**config.mk**
```make
export PLATFORM = sky130hd
export DESIGN_NAME = param_counter
export DESIGN_NICKNAME = d
export VERILOG_FILES = /design/src/rtl/param_counter.sv
export SDC_FILE = /design/constraint.sdc
export NUM_CORES = 1
export LEC_CHECK = 0
export BUFFER_PORTS_ARGS = -buffer_cell sky130_fd_sc_hd__buf_2
export CAP_MARGIN = 20
export CORE_AREA = 3 3 40 42
export DETAILED_ROUTE_END_ITERATION = 6
export DIE_AREA = 0 0 43 45
export PLACE_DENSITY = 0.57
export SYNTH_ARGS = -nofsm -noshare
export SYNTH_HDL_FRONTEND = slang
export SYNTH_SLANG_ARGS = --single-unit
```
**constraint.sdc**
```tcl
create_clock -name clk -period 1.9 [get_ports clk]
set_input_delay 0.19 -clock clk [delete_from_list [all_inputs] [get_ports clk]]
set_output_delay 0.19 -clock clk [all_outputs]
set_load 0.02 [all_outputs]
```
**src/rtl/param_counter.sv**
```systemverilog
// Modulo-N up/down counter with synchronous clear, clamped parallel load and a
// wrap-or-saturate mode. It provides a combinational terminal count and a registered wrap pulse.
module param_counter #(
    parameter int WIDTH     = 4,
    parameter int MAX_COUNT = 2**WIDTH - 1,
    parameter bit SATURATE  = 1'b0
) (
    input  logic             clk,
    input  logic             reset_n,
    input  logic             enable,
    input  logic             up_dn,
    input  logic             clear,
    input  logic             load,
    input  logic [WIDTH-1:0] load_val,
    output logic [WIDTH-1:0] data,
    output logic             tc,
    output logic             wrap
);

    // One spare bit keeps the MAX_COUNT compare and the increment free of overflow.
    localparam logic [WIDTH:0] MAX_EXT = (WIDTH+1)'(MAX_COUNT);
    localparam logic [WIDTH:0] ONE_EXT = (WIDTH+1)'(1);

    typedef enum logic [2:0] {
        OP_HOLD,
        OP_CLEAR,
        OP_LOAD,
        OP_UP,
        OP_DOWN
    } op_e;

    op_e              op;
    logic [WIDTH:0]   data_ext;
    logic [WIDTH:0]   load_ext;
    logic [WIDTH:0]   data_inc;
    logic [WIDTH:0]   data_dec;
    logic             at_max;
    logic             at_zero;
    logic [WIDTH-1:0] data_nxt;
    logic             wrap_nxt;

    assign data_ext = {1'b0, data};
    assign load_ext = {1'b0, load_val};
    assign data_inc = data_ext + ONE_EXT;
    assign data_dec = data_ext - ONE_EXT;
    assign at_max   = (data_ext >= MAX_EXT);
    assign at_zero  = (data_ext == '0);

    assign tc = up_dn ? at_max : at_zero;

    // Clear beats load, and load beats counting.
    always_comb begin
        if (clear)
            op = OP_CLEAR;
        else if (load)
            op = OP_LOAD;
        else if (enable)
            op = up_dn ? OP_UP : OP_DOWN;
        else
            op = OP_HOLD;
    end

    // NOTE: every output of this block gets a default first, so no path leaves a latch behind.
    always_comb begin
        data_nxt = data;
        wrap_nxt = 1'b0;
        unique case (op)
            OP_CLEAR: data_nxt = '0;
            OP_LOAD:  data_nxt = (load_ext > MAX_EXT) ? MAX_EXT[WIDTH-1:0] : load_val;
            OP_UP: begin
                if (!at_max) begin
                    data_nxt = data_inc[WIDTH-1:0];
                end else if (!SATURATE) begin
                    data_nxt = '0;
                    wrap_nxt = 1'b1;
                end
            end
            OP_DOWN: begin
                if (!at_zero) begin
                    data_nxt = data_dec[WIDTH-1:0];
                end else if (!SATURATE) begin
                    data_nxt = MAX_EXT[WIDTH-1:0];
                    wrap_nxt = 1'b1;
                end
            end
            default: ;
        endcase
    end

    // NOTE: state registers use non-blocking assignments so every flop samples pre-edge values.
    always_ff @(posedge clk or negedge reset_n) begin
        if (!reset_n) begin
            data <= '0;
            wrap <= 1'b0;
        end else begin
            data <= data_nxt;
            wrap <= wrap_nxt;
        end
    end

endmodule

```
======== After elaboration in Yosys (flattened, before gate mapping) ========
Cells that the tools add are included.
cells by class
  reduce and logical (&&, ||, !) cells .... 2
  eq/ne operators ......................... 4
  $add $sub $neg .......................... 2
  multiplexer cells ....................... 12
  order comparisons ....................... 2
operators by type and width
  cell                                                      count
  one-hot mux 4 bit (4 select lines)                        1
  two-way mux 3 bit                                         4
  two-way mux 4 bit                                         3
  == test 3 x 2 -> 1 bit, second input constant             2
  logical NOT 5 bit                                         1
  adder 4 x 1 -> 4 bit, second input constant               1
  greater-or-equal comparator 4 bit, second input constant  1
  greater-than comparator 4 bit, second input constant      1
  nonzero test 4 bit                                        1
  subtractor 4 x 1 -> 4 bit, second input constant          1
  == test 3 x 1 -> 1 bit, second input constant             1
  == test 3 bit, second input constant                      1
  two-way mux 1 bit                                         3
  one-hot mux 1 bit (2 select lines)                        1
word-level totals
  input port bits ......................... 10
  register bits ........................... 5
  output and inout port bits .............. 6
  logic and storage cells ................. 24

======== Longest topological paths before layout ========
  word-level depth ........................ 6
  gate-level depth with buffers ........... 6
  depth with buffers taken out ............ 6

======== Least setup slack after synthesis ========
No wires, ideal clock.
  path kind ............................... register to register
  start ................................... reg data[0]
  end ..................................... reg wrap
  data required time ...................... 1,826 ps
  clock period less this slack ............ 1,901 ps
  buffers on the path ..................... 0
  stages on the path, launching flop included .. 6
  data arrival time ....................... 1,827 ps
  setup slack ............................. -1 ps
  setup time .............................. 74 ps
  cell sequence ........................... dfrtp_1 -> inv_1 -> ha_1 -> or3b_1 -> o21ai_0 -> nor2b_1
between the ends
  longest elaborated chain between the ends .. 3
  elaborated cells on any way between the ends .. 5
  those cells by class .................... 1 x order compare; 3 x mux; 1 x reduce/logical
ends and longest elaborated chain
  item                                                                    RTL line  RTL
  start: declaration                                                      15        output logic [WIDTH-1:0] data,
  start signal: assignment                                                96        data <= data_nxt;
  greater-or-equal comparator 4 bit or logical NOT 5 bit (tied branches)  46, 47
  two-way mux 1 bit (on tied branches)                                    71, 79
  one-hot mux 1 bit (2 select lines) (*)                                  67        unique case (op)
  via wrap_nxt                                                            40        logic wrap_nxt;
  end signal: assignment                                                  97        wrap <= wrap_nxt;
  end: declaration                                                        17        output logic wrap
The timed path passes the listed nets; every way through them passes the cells marked *.
A chain may end at the register's enable or synchronous reset.

======== Worst setup path in the final report ========
  start ................................... reg data[1]
  end ..................................... out tc
between the ends
  longest elaborated chain between the ends .. 2
  elaborated cells on any way between the ends .. 3
  those cells by class .................... 1 x order compare; 1 x mux; 1 x reduce/logical
ends and longest elaborated chain
  item                                                                    RTL line  RTL
  greater-or-equal comparator 4 bit or logical NOT 5 bit (tied branches)  46, 47
  two-way mux 1 bit (*)                                                   49        assign tc = up_dn ? at_max : at_zero;
  end: declaration                                                        16        output logic tc,
Mark *: on every way between the ends. The rest lies on a longest branch, timed or not.

==> qor.txt <==
power share of the sequential group -> 36.2%
Static Leak -> 0.271 nW
maxcap violations -> 0
num ports -> 16
drt via density -> 4.88
DRC -> 0
H-tree levels -> 1
Layout fillers -> 148
Gate power share -> 27.2%
first-pass GRT wire length -> 1.55 mm
VDD IR max -> 282 µV
grt ovf -> 0
Setup TNS Final -> 0 ns
Syn Std Cell Area -> 368 µm²
initial antenna violation count -> 0
Area contributors post-synth -> dfrtp_1, a21oi_1, ha_1
Netlist cell types -> 23
PortBufs -> 15
asr flop ratio synth -> 100%
Final period util -> 95.3%
Chip Width -> 43 µm
clock power share -> 36.6%
Hold Fails Final Rpt -> 0
most common cell in the netlist -> nand2_1
status -> complete, no violations
clk sinks -> 5
# rows -> 13
worst clock skew -> 0.00845 ns
Synthesis Warnings -> 0
Synth Instances -> 43
sequential share of the synthesized area -> 34.0%
largest net degree at the start of global routing -> 11
WL/cell -> 12.2 µm
relative slew slack -> 82.4%
Max Slew Vio Count -> 0
Die ar. -> 0.00194 mm²
FF-to-FF Start -> data[1]
Antenna Nets Post-Route -> 0
worst min path class -> in2reg
Mean Syn Cell Area -> 8.55 µm²
Peak Freq -> 0.552 GHz
sw frac -> 31.9%
Total GRT Usage -> 11.0%
CTS tree -> done
n_diodes -> 0
number of buffers created by CTS -> 3
CP Max Fanout -> 7
critical path endpoint -> tc
post-synth top area share -> 34.0%
via count -> 395
post-synthesis net count -> 55
dpl hpwl -> 778 µm
Setup crit end kind -> primary output
R2R depth -> 6
Synth Register Bits -> 5
Root Buffer Master -> clkbuf_4
worst path required time -> 1.71 ns
CTS Buffer Depth -> 2
Core ar. -> 0.00128 mm²
Slew @ Worst Pin -> 0.264 ns
clk slew on worst S/H paths -> 0.04 ns
reg2reg end -> data[0]
Crit. Startpoint -> data[1]
Pint -> 0.241 mW
worst reg-to-reg setup slack -> 0.29 ns
DRT Pass-1 Iters -> 4
routability cong. -> 0.796
DRT Wirelength -> 986 µm
Startpoint Class -> flip-flop
Net Sw Power -> 0.113 mW
dpl ws -> 0.268 ns
critical path type -> reg2out
crit path DAT -> 1.62 ns
Skew-Pair Late Insertion Delay -> 0.25 ns
Final min period -> 1.81 ns
most frequent cells after synthesis -> nand2_1, a21oi_1, dfrtp_1, inv_1, o21ai_0
final core occ -> 41.2%
Initial Util -> 28.6%
ratio of cells with drive above 1 in the final layout -> 39.4%
vias in the first global route -> 329
Synth area leader -> dfrtp_1
Area Overhead vs Synth -> 43.9%
main flop type after synthesis -> dfrtp_1
final setup violating endpoints -> 0
final worst slack -> 0.0894 ns
RSZ-0062 raised after global routing -> false
Starting DRT DRC Count -> 4
Die H -> 45 µm
EDFF count, synth -> 0
Pwr Density -> 668 mW/mm²
Layout Nets -> 79
[power by group through the flow]
stage / Combinational [mW] / Clock, mW / Sequential [mW]
after CTS: 0.0866 / 0.135 / 0.128
after global routing: 0.107 / 0.143 / 0.129
after detailed placement: 0.0846 / 0 / 0.130
final: 0.0961 / 0.129 / 0.128
after global placement: 0.0848 / 0 / 0.129
after floorplan: 0.0441 / 0 / 0.135
[per-layer routing]
layer	vias up	global-route usage (%)	share of wire (%)
met1	180	14.4	46
met5	-	0	0
li1	202	-	-
met2	13	15.3	47
met4	0	5.42	0
met3	0	5.18	6.9
[critical path: stages, from the launching register on]
cell     delay, ns
dfrtp_2       0.43
inv_1         0.09
ha_1          0.16
or3b_1        0.38
o21ai_2       0.15
buf_4         0.16
[sequential cells by signal, indices dropped and copies added (netlist names)]
register / cells
wrap: 1
data: 4
[what timing repair did]
| action | CTS | global route |
|---|---|---|
| buffers inserted | 0 | 3 |
| hold buffers | 1 | 0 |
| gates resized for setup | 1 | 3 |
| endpoints found under the hold margin | 5 | 0 |
| setup endpoints to repair | 1 | 1 |
[how the worst min path moves through the flow]
stage                 start      end  cells past startpoint
finish                clear  data[0]                      2
global route          clear  data[0]                      2
CTS                   clear  data[0]                      2
detailed placement  reset_n  data[3]                      1
global placement    reset_n     wrap                      1
floorplan           reset_n  data[0]                      0
[placed cells by master, fill, tap and decap left out, drive strengths merged, types with 2 or more instances in the layout]
| master | instances |
|---|---|
| buf | 18 |
| nand2 | 6 |
| a21oi | 5 |
| dfrtp | 5 |
| clkbuf | 4 |
| inv | 3 |
| o21ai | 3 |
| xor2 | 2 |
| nor2 | 2 |
| ha | 2 |
[through the flow]
step                      hold slack, ns  power [mW]  instances  cell area [µm²]
after floorplan                   -0.106       0.179         43              368
after global placement            0.0101       0.214         73              462
after detailed placement          0.0144       0.214         73              462
after CTS                          0.149       0.350         78              499
after global routing               0.158       0.379         81              529
final                              0.153       0.353         81              529
[cell families (layout without fill, tap and decap cells)]
kind of cell | after synthesis | in the layout | share of synthesized area, %
adders and majority gates | 2 | 2 | 6.80
AOI/OAI and AO/OA | 14 | 14 | 24.2
muxes | 2 | 2 | 5.78
DFF | 5 | 5 | 34.0
xor gates and xnor gates | 2 | 2 | 4.76
and+or+nand+nor | 15 | 15 | 21.4
buffers and inverters | 3 | 26 | 3.06
[final cells by class]
class | instances | area, µm² | share of cell area (%)
multi-input cells | 35 | 235 | 44.4
flip-flops and latches | 5 | 128 | 24.1
repair buffers | 19 | 110 | 20.8
clock buffers | 4 | 26.3 | 4.96
well taps | 15 | 18.8 | 3.55
inverters | 3 | 11.3 | 2.13
Power figures use the tool's default switching activity.
